<file path="src/rtl/abr_dom_and_seq.sv">
// Sequencer in front of a 2-share DOM AND multiplier (Pipeline=0): fetches or recycles a mask,
// holds operands stable for LOAD+CAPT, pulses mask-valid once, then returns the product shares.
module abr_dom_and_seq #(
  parameter int unsigned DW       = 64,
  parameter bit          ReusePrd = 1'b0
) (
  input  logic          clk_i,
  input  logic          rst_i,
  input  logic          in_valid_i,
  output logic          in_ready_o,
  input  logic [DW-1:0] a0_i,
  input  logic [DW-1:0] a1_i,
  input  logic [DW-1:0] b0_i,
  input  logic [DW-1:0] b1_i,
  output logic          rnd_req_o,
  input  logic          rnd_ack_i,
  input  logic [DW-1:0] rnd_data_i,
  output logic [DW-1:0] dom_a0_o,
  output logic [DW-1:0] dom_a1_o,
  output logic [DW-1:0] dom_b0_o,
  output logic [DW-1:0] dom_b1_o,
  output logic [DW-1:0] dom_z_o,
  output logic          dom_z_valid_o,
  input  logic [DW-1:0] dom_q0_i,
  input  logic [DW-1:0] dom_q1_i,
  input  logic [DW-1:0] dom_prd_i,
  output logic          out_valid_o,
  input  logic          out_ready_i,
  output logic [DW-1:0] q0_o,
  output logic [DW-1:0] q1_o
);

  typedef enum logic [2:0] {S_IDLE, S_RND, S_LOAD, S_CAPT, S_OUT} state_e;

  state_e        r_state;
  state_e        w_next;
  logic [DW-1:0] r_a0, r_a1, r_b0, r_b1, r_z;
  logic [DW-1:0] r_q0, r_q1, r_prd;
  logic          r_prd_avail;
  logic          w_reuse_hit;

  assign w_reuse_hit = ReusePrd && r_prd_avail;

  always_ff @(posedge clk_i or posedge rst_i) begin
    if (rst_i) r_state <= S_IDLE;
    else       r_state <= w_next;
  end

  always_comb begin
    w_next = r_state;
    case (r_state)
      S_IDLE:  if (in_valid_i) w_next = w_reuse_hit ? S_LOAD : S_RND;
      S_RND:   if (rnd_ack_i) w_next = S_LOAD;
      S_LOAD:  w_next = S_CAPT;
      S_CAPT:  w_next = S_OUT;
      S_OUT:   if (out_ready_i) w_next = S_IDLE;
      default: w_next = S_IDLE;
    endcase
  end

  always_comb begin
    in_ready_o    = 1'b0;
    rnd_req_o     = 1'b0;
    dom_z_valid_o = 1'b0;
    out_valid_o   = 1'b0;
    case (r_state)
      S_IDLE:  in_ready_o    = 1'b1;
      S_RND:   rnd_req_o     = 1'b1;
      S_LOAD:  dom_z_valid_o = 1'b1;
      S_OUT:   out_valid_o   = 1'b1;
      default: ;
    endcase
  end

  always_ff @(posedge clk_i or posedge rst_i) begin
    if (rst_i) begin
      r_a0        <= '0;
      r_a1        <= '0;
      r_b0        <= '0;
      r_b1        <= '0;
      r_z         <= '0;
      r_q0        <= '0;
      r_q1        <= '0;
      r_prd       <= '0;
      r_prd_avail <= 1'b0;
    end else begin
      case (r_state)
        S_IDLE: if (in_valid_i) begin
          r_a0 <= a0_i;
          r_a1 <= a1_i;
          r_b0 <= b0_i;
          r_b1 <= b1_i;
          // a stored prd word stands in for one entropy request, then is spent
          if (w_reuse_hit) begin
            r_z         <= r_prd;
            r_prd_avail <= 1'b0;
          end
        end
        S_RND: if (rnd_ack_i) r_z <= rnd_data_i;
        S_CAPT: begin
          r_q0 <= dom_q0_i;
          r_q1 <= dom_q1_i;
          if (ReusePrd) begin
            r_prd       <= dom_prd_i;
            r_prd_avail <= 1'b1;
          end
        end
        S_OUT: if (out_ready_i) begin
          // scrub shares and mask so the multiplier inputs sit at zero while idle
          r_a0 <= '0;
          r_a1 <= '0;
          r_b0 <= '0;
          r_b1 <= '0;
          r_z  <= '0;
        end
        default: ;
      endcase
    end
  end

  assign dom_a0_o = r_a0;
  assign dom_a1_o = r_a1;
  assign dom_b0_o = r_b0;
  assign dom_b1_o = r_b1;
  assign dom_z_o  = r_z;
  assign q0_o     = r_q0;
  assign q1_o     = r_q1;

endmodule

</file>
<file path="config.mk">
export PLATFORM = sky130hd
export DESIGN_NAME = abr_dom_and_seq
export DESIGN_NICKNAME = d
export VERILOG_FILES = /design/src/rtl/abr_dom_and_seq.sv
export SDC_FILE = /design/constraint.sdc
export NUM_CORES = 1
export LEC_CHECK = 0
export CAP_MARGIN = 20
export CORE_AREA = 2 2 378 380
export CTS_CLUSTER_DIAMETER = 30
export DETAILED_ROUTE_END_ITERATION = 6
export DIE_AREA = 0 0 380 382
export MAX_ROUTING_LAYER = met4
export PLACE_DENSITY = 0.37
export SYNTH_ARGS = -nofsm -noshare
export SYNTH_HDL_FRONTEND = slang
export SYNTH_SLANG_ARGS = --single-unit
</file>
<file path="constraint.sdc">
create_clock -name clk_i -period 17.5 [get_ports clk_i]
set_clock_uncertainty 0.05 [all_clocks]
set_input_delay 1.75 -clock clk_i [delete_from_list [all_inputs] [get_ports clk_i]]
set_output_delay 1.75 -clock clk_i [all_outputs]
set_load 0.1 [all_outputs]
</file>
==> results of run 1 <==
-- cell families after synthesis --
logic type / share of synthesized area [%]
muxes: 26.3
and+or+nand+nor: 10.1
DFF: 59.6
buffers and inverters: 3.80
AOI/OAI and AO/OA: 0.152
-- per-stage QoR --
stage / hold slack (ns) / area [sq um] / worst slack, ns / util, % / std cells
finish: 0.447 / 35600 / 11.93 / 25.2 / 4422
global route: 0.463 / 35600 / 11.65 / 25.2 / 4420
CTS: 0.450 / 35400 / 11.86 / 25.2 / 4400
detailed placement: 0.441 / 30100 / 11.06 / 21.3 / 4113
global placement: 0.439 / 30000 / 11.20 / 21.3 / 4112
floorplan: 0.629 / 18900 / 3.13 / - / 1389
-- area by class of cell --
class                   instances  area [sq um]  share of cell area (%)
inverters                      66           255                   0.718
diodes                         19          47.5                   0.134
multi-input cells             785          6940                    19.5
clock inverters                58           696                    1.96
clock buffers                 229          4680                    13.2
flip-flops and latches        451         11300                    31.7
repair buffers                924          9290                    26.1
well taps                    1890          2360                    6.65
-- worst max-delay path, stage by stage --
cell and delay, ns:
clkdlybuf4s50_1 0.58, mux2i_1 0.16, nor3_4 0.43, buf_4 0.64, buf_4 0.51, buf_4 0.70, buf_4 0.68, mux2_2 0.41
-- flip-flops by register name (all words and copies together), names as in the netlist --
register / cells
dom_b1_o: 64
dom_z_o: 64
q0_o: 64
r_state: 3
dom_b0_o: 64
dom_a1_o: 64
q1_o: 64
dom_a0_o: 64
-- Yosys cell counts (2+ instances only) --
master | n | share of area [%]
buf_2 | 25 | 0.66
buf_4 | 30 | 1.2
clkbuf_1 | 32 | 0.63
dfrtp_1 | 451 | 60
inv_1 | 66 | 1.3
mux2_2 | 384 | 23
mux2i_1 | 65 | 3.4
nand2_1 | 64 | 1.3
nand3b_1 | 2 | 0.079
nor2_1 | 3 | 0.060
nor2b_1 | 256 | 8.5
o21ai_0 | 2 | 0.053
-- per-layer routing --
layer  GRT usage [%]  vias up
met5               -        -
met4            5.37        0
met3            4.82      171
met2            19.3      634
met1            10.4     7316
li1                -     6690
-- final timing paths --
path                                            end  cells past startpoint
min                            q0_o[37]$_DFFE_PP0N_                      1
max in group asynchronous  dom_a1_o[47]$_DFFE_PP0P_                      5
min reg2reg                    q0_o[37]$_DFFE_PP0N_                      1
min in group asynchronous      q0_o[46]$_DFFE_PP0N_                      2
max                        dom_a0_o[20]$_DFFE_PP0P_                      8
max reg2reg                dom_a0_o[20]$_DFFE_PP0P_                      7
==> metrics.yaml, run 1 <==
critical_path:
  required_ns: 18.03
  worstSetupPathType: "in2reg"
  rrSetupSlack_ns: 12.71
  path_max_fanout: 57
  critPathLaunchType: "primary input"
  startpoint: "out_ready_i"
  r2r_start: "r_state[2]$_DFFE_PP0P_"
  crit_path_end_kind: "flip-flop"
  cp.arrival_ns: 6.09
cts:
  ctsHoldBuffers: 0
  cts.sinks: 451
  clkTransAtPathRegs_ns: 0.04
  cts_buffers: 160
  post_cts_buffers: 0
  clock_path_buffers: 3
  ctsResizeCount: 0
  cts_tree: "yes"
  htree_num_levels: 4
  cts-root-buf: "clkbuf_16"
  clk_latency_ns: 0.71
yosys:
  synth.avg_cell_area_sq_um: 13.6
  ys_seq_area_share_pct: 59.6
  yosys_most_used_dff: "dfrtp_1"
  syn-cell-area_sq_mm: 0.0189
  syn_inst: 1389
  synthArstFlopShare_pct: 100
  yosysWarnings: 0
  ys_seq_elements: 451
  synth_edf_count: 0
  synth_nets: 1906
  synth_cell_types: 21
routing:
  vias_per_cell: 3.35
  wirelength_microns: 79500
  wl_per_cell_microns: 18.0
  vias: 14800
  wl_met3_microns: 6510
  drt-met1-wl_microns: 27800
  route.met2.wl_microns: 42300
  postRouteAntennaNets: 0
  drc_errors: 0
  drtIter0Drc: 376
  firstDrtPassIters: 4
  top_layer_used: "met4"
finish:
  fill_cells: 14900
  drive_above_1_share_pct: 26.7
  synthToLayoutAreaGrowth_pct: 87.9
  final_common_cell: "clkdlybuf4s50_1"
  layout_common_cells: "903 x clkdlybuf4s50_1, 450 x dfrtp_1, 384 x mux2_2"
  final_nets: 2905
global_route:
  grtUsageTotal_pct: 11.1
  grt_start_max_net_pins: 158
  grt_first_pass_wirelength_microns: 115000
  grt.overflow.total: 0
  antenna_found_initial: 18
  grt_pass1_vias: 16700
timing:
  period_needed_ns: 5.57
  worst_pin_slew_ns: 1.19
  relSlewSlack_pct: 20.2
  max_freq_mhz: 180
  maxSlewViolCount: 0
  min_period_over_period_pct: 31.8
  setup_viol: 0
  rsz0062_at_grt: "false"
  finalHoldViolations: 0
  fin_tns_setup_ns: 0
floorplanning:
  rows: 138
  die_area_sq_mm: 0.145
  start_util_pct: 13.4
  die_h_microns: 382
  core_sq_mm: 0.141
  num_io_pins: 969
  die_w_microns: 380
worst_hold_path:
  min-delay-start: "q0_o[37]$_DFFE_PP0N_"
  min_path_type: "reg2reg"
outcome:
  status: "finished, final reports clean"
placement:
  dp.final_hpwl_microns: 59000
  gp_congestion: 0.788
  portBuffers: 904
run:
  drv_cap: 0
Power of run 1 is not shown: default switching activity piles up to over one toggle a cycle in this logic, so the estimate is an artifact.
==> inputs of run 2 (changes only) <==
clock period = 5.71 ns   (was 17.5 ns; I/O delays follow)
==> metrics.yaml, run 2 (synthesis gave the netlist of run 1 again) <==
global_route:
  grt_start_max_net_pins: 157  # -0.63%
  grtUsageTotal_pct: 11.0  # -0.095 points
  grt_pass1_vias: 16700  # -0.41%
  antenna_found_initial: 11  # -7
  grt.overflow.total: 0  # unchanged
  grt_first_pass_wirelength_microns: 114000  # -0.75%
cts:
  clk_latency_ns: 0.71  # about the same
  cts_tree: "yes"
  ctsResizeCount: 0  # unchanged
  clock_path_buffers: 3  # unchanged
  cts_buffers: 162  # +1.3%
  post_cts_buffers: 0  # unchanged
  ctsHoldBuffers: 0  # unchanged
  clkTransAtPathRegs_ns: 0.04  # about the same
  htree_num_levels: 4  # unchanged
  cts-root-buf: "clkbuf_16"
  cts.sinks: 451  # unchanged
routing:
  vias: 14900  # +0.36%
  vias_per_cell: 3.36  # +0.34%
  postRouteAntennaNets: 0  # unchanged
  drc_errors: 0  # unchanged
  wirelength_microns: 79000  # -0.58%
  drtIter0Drc: 432  # +15%
  wl_per_cell_microns: 17.9  # -0.60%
  firstDrtPassIters: 4  # unchanged
timing:
  worst_pin_slew_ns: 1.17  # -0.0271 ns
  min_period_over_period_pct: 73.1
  maxSlewViolCount: 0  # unchanged
  max_freq_mhz: 240
  period_needed_ns: 4.17
  setup_viol: 0  # unchanged
  rsz0062_at_grt: "false"
  finalHoldViolations: 0  # unchanged
  worst_slack_ns: 1.54  # -10.40 ns
  relSlewSlack_pct: 22.0  # +1.8 points
critical_path:
  rrSetupSlack_ns: 2.63  # -10.08 ns
  required_ns: 5.09  # -12.94 ns
  cp_top_family: "buffers and inverters"
  worstSetupPathType: "reg2out"
  critPathLaunchType: "flip-flop"
  crit_path_end_kind: "output pin"
  cp.arrival_ns: 3.55  # -2.54 ns
  critPathBufInv: 3  # -2
  r2r_cells: 4  # -3
  slowest_stage: "clkdlybuf4s50_1"
  r2r_start: "r_state[2]$_DFFE_PP0P_"
  timing.rr.end: "q0_o[11]$_DFFE_PP0N_"
  crit_chain: "or3b_2 -> buf_4 -> inv_1 -> clkdlybuf4s50_1"
  cpPeakStageDelay_ns: 1.18  # +0.48 ns
  path_max_fanout: 67  # +18%
finish:
  fill_cells: 14800  # -0.37%
  multi_input_area_sq_mm: 0.00694  # unchanged
  fin_cells: 4423  # +0.023%
  post-route-util_pct: 25.2  # -0.039 points
  regArea_sq_mm: 0.0113  # unchanged
  synthToLayoutAreaGrowth_pct: 87.6
  final_common_cell: "clkdlybuf4s50_1"
  fin_area_sq_mm: 0.0355  # -0.15%
  final_nets: 2911  # +0.21%
  layout_common_cells: "899 x clkdlybuf4s50_1, 450 x dfrtp_1, 384 x mux2_2"
  drive_above_1_share_pct: 26.7  # +0.074 points
placement:
  gp_congestion: 0.808  # +2.5%
  dp.final_hpwl_microns: 58300  # -1.1%
  dpl-instance-area_sq_mm: 0.0301  # +0.20%
  dp.cells: 4119  # +0.15%
  portBuffers: 904  # unchanged
  pre_cts_slack_ns: 2.19  # -8.87 ns
floorplanning:
  start_util_pct: 13.4  # unchanged
  die_w_microns: 380  # unchanged
  core_sq_mm: 0.141  # unchanged
  die_area_sq_mm: 0.145  # unchanged
  rows: 138  # unchanged
  die_h_microns: 382  # unchanged
  num_io_pins: 969  # unchanged
run:
  drv_cap: 0  # unchanged
worst_hold_path:
  min_path_type: "in2async"
outcome:
  status: "finished, final reports clean"
[run 2: cell count changes in the layout (fill, tap and decap cells not counted), moves of 3 or more]
cell | previous run | this run
inv_6 | 1 | 4
buf_4 | 15 | 22
bufinv_16 | 8 | 1
clkinv_8 | 5 | 2
clkinv_2 | 37 | 31
clkbuf_8 | 42 | 47
clkbuf_1 | 27 | 35
diode_2 | 19 | 12
clkbuf_16 | 160 | 165
clkdlybuf4s50_1 | 903 | 899
[run 2: routing by layer]
layer,GRT usage [%],routed length [microns],vias to the layer above
li1,-,-,6710
met4,5.03,2530,0
met3,4.65,6810,155
met1,10.9,28900,7360
met5,-,0,-
met2,18.6,40800,639
[run 2: metrics by stage]
step | setup TNS (ns) | hold slack (ns)
2_1_floorplan | -455.56 | 0.629
3_3_place_gp | 0 | 0.437
3_5_place_dp | 0 | 0.442
4_1_cts | 0 | 0.184
5_1_grt | 0 | 0.228
6_report | 0 | 0.236
[run 2: how the worst max path moves through the flow]
stage / start / to / slack (ns) / cells past startpoint
after floorplan: rst_i / dom_a0_o[0]$_DFFE_PP0P_ / -1.01 / 1
after global placement: r_state[2]$_DFFE_PP0P_ / out_valid_o / 2.21 / 4
after detailed placement: r_state[2]$_DFFE_PP0P_ / out_valid_o / 2.19 / 4
after CTS: r_state[2]$_DFFE_PP0P_ / out_valid_o / 1.37 / 4
after global routing: r_state[2]$_DFFE_PP0P_ / out_valid_o / 1.30 / 4
final: r_state[2]$_DFFE_PP0P_ / out_valid_o / 1.54 / 4
[run 2: layout make-up]
cell class,instances,share of cell area [%]
multi-input combinational,785,19.5
inverter,66,0.708
tap,1890,6.66
sequential,451,31.8
timing repair buffer,928,26.2
clock buffer,247,13.8
antenna,12,0.0846
clock inverter,44,1.16
Power of run 2 is left out for the same reason.
==> inputs of run 3 (changes only) <==
PLACE_DENSITY = 0.38   (was 0.37)
clock period = 3.8 ns   (was 5.71 ns; I/O delays follow)
==> metrics.yaml, run 3 (synthesis gave the netlist of run 1 again) <==
cts:
  clock_path_buffers: 3  # unchanged
  clkTransAtPathRegs_ns: 0.04  # about the same
  ctsHoldBuffers: 1  # +1
  ctsResizeCount: 0  # unchanged
  cts.sinks: 451  # unchanged
  cts_tree: "yes"
  cts_buffers: 160  # -1.2%
  post_cts_buffers: 0  # unchanged
  htree_num_levels: 4  # unchanged
  clk_latency_ns: 0.74  # +0.03 ns
  cts-root-buf: "clkbuf_16"
outcome:
  status: "finished, final reports clean"
worst_hold_path:
  min_path_type: "in2reg"
  min-delay-start: "rnd_data_i[42]"
  holdPathEnd: "dom_z_o[42]$_DFFE_PP0P_"
  min_path_cells: 3
floorplanning:
  rows: 138  # unchanged
  die_h_microns: 382  # unchanged
  num_io_pins: 969  # unchanged
  die_w_microns: 380  # unchanged
  die_area_sq_mm: 0.145  # unchanged
  start_util_pct: 13.4  # unchanged
  core_sq_mm: 0.141  # unchanged
finish:
  drive_above_1_share_pct: 27.3  # +0.59 points
  synthToLayoutAreaGrowth_pct: 90.0
  layout_common_cells: "893 x clkdlybuf4s50_1, 450 x dfrtp_1, 384 x mux2_2"
  final_common_cell: "clkdlybuf4s50_1"
  fin_area_sq_mm: 0.0360  # +1.3%
  final_nets: 2916  # +0.17%
  fill_cells: 14800  # -0.088%
  fin_cells: 4434  # +0.25%
placement:
  dp.final_hpwl_microns: 59600  # +2.2%
  portBuffers: 904  # unchanged
  dp.cells: 4126  # +0.17%
  dpl-instance-area_sq_mm: 0.0303  # +0.72%
  gp_congestion: 0.778  # -3.7%
routing:
  wirelength_microns: 79500  # +0.60%
  drc_errors: 0  # unchanged
  firstDrtPassIters: 4  # unchanged
  vias: 14800  # -0.67%
  vias_per_cell: 3.33  # -0.91%
  drtIter0Drc: 380  # -12%
  postRouteAntennaNets: 0  # unchanged
  wl_per_cell_microns: 17.9  # +0.35%
timing:
  holdWs_ns: 0.134  # -0.102 ns
  period_needed_ns: 2.98
  relSlewSlack_pct: 16.4  # -5.6 points
  max_freq_mhz: 336
  finalHoldViolations: 0  # unchanged
  maxSlewViolCount: 0  # unchanged
  setup_viol: 0  # unchanged
  rsz0062_at_grt: "false"
  worst_pin_slew_ns: 1.25  # +0.0838 ns
  min_period_over_period_pct: 78.3
global_route:
  grt_first_pass_wirelength_microns: 114000  # about the same
  grtUsageTotal_pct: 11.0  # +0.063 points
  antenna_found_initial: 16  # +5
  grt_start_max_net_pins: 133  # -15%
  grt.overflow.total: 0  # unchanged
  grt_pass1_vias: 16700  # +0.17%
critical_path:
  cpPeakStageDelay_ns: 0.50  # -0.68 ns
  path_max_fanout: 66  # -1.5%
  timing.rr.end: "dom_a1_o[2]$_DFFE_PP0P_"
  crit_chain: "or3b_2 -> buf_4 -> inv_1 -> buf_4"
  r2r_start: "r_state[2]$_DFFE_PP0P_"
  required_ns: 3.37  # -1.72 ns
  crit_top_cell: "buf_4"
  slowest_stage: "or3b_2"
  r2r_cells: 5  # +1
  rrSetupSlack_ns: 1.59  # -1.04 ns
  worstSetupPathType: "reg2out"
  cp.arrival_ns: 2.55  # -1.00 ns
  critPathLaunchType: "flip-flop"
  crit_path_end_kind: "output pin"
run:
  drv_cap: 0  # unchanged
[run 3: cell types whose count changed in the layout (fill, tap and decap cells not counted), moves of 5 or more]
cell | previous run | this run
bufinv_16 | 1 | 12
clkbuf_16 | 165 | 160
buf_12 | 6 | 14
clkdlybuf4s50_1 | 899 | 893
clkbuf_8 | 47 | 39
[run 3: per-stage QoR]
step	utilization [%]	setup TNS [ns]	setup WS (ns)
floorplan	-	-1230.83	-2.73
global placement	21.4	0	1.14
detailed placement	21.5	0	1.11
CTS	25.5	0	0.736
global route	25.5	0	0.675
finish	25.5	0	0.824
[run 3: worst max path at each step]
stage	start	to	slack [ns]	cells after the start
5_1_grt	r_state[1]$_DFFE_PP0P_	out_valid_o	0.68	4
2_1_floorplan	rst_i	dom_a0_o[0]$_DFFE_PP0P_	-2.73	1
3_3_place_gp	out_ready_i	dom_a1_o[11]$_DFFE_PP0P_	1.14	6
6_report	r_state[0]$_DFFE_PP0P_	out_valid_o	0.82	4
4_1_cts	r_state[0]$_DFFE_PP0P_	out_valid_o	0.74	4
3_5_place_dp	out_ready_i	dom_a1_o[1]$_DFFE_PP0P_	1.11	6
[run 3: layout make-up]
type | count | area, sq um | area share [%]
flip-flops and latches | 451 | 11300 | 31.4
inverters | 66 | 251 | 0.699
clock buffers | 230 | 4660 | 13.0
well taps | 1890 | 2360 | 6.58
repair buffers | 935 | 9510 | 26.5
clock inverters | 62 | 908 | 2.53
multi-input cells | 785 | 6940 | 19.3
diodes | 15 | 37.5 | 0.104
[run 3: per-layer routing]
| layer | part of all wire [%] | up-vias | GRT usage [%] |
|---|---|---|---|
| li1 | - | 6715 | - |
| met1 | 36 | 7291 | 10.7 |
| met2 | 52 | 621 | 19.1 |
| met3 | 8.6 | 138 | 4.94 |
| met4 | 3.1 | 0 | 4.53 |
| met5 | 0 | - | - |
[run 3: worst max-delay path: cells and delay by family, from the launching register on]
family	cells	cell delay [ns]
buf+inv	3	0.75
flops	1	0.49
simple gates	1	0.50
Power of run 3 is left out for the same reason.
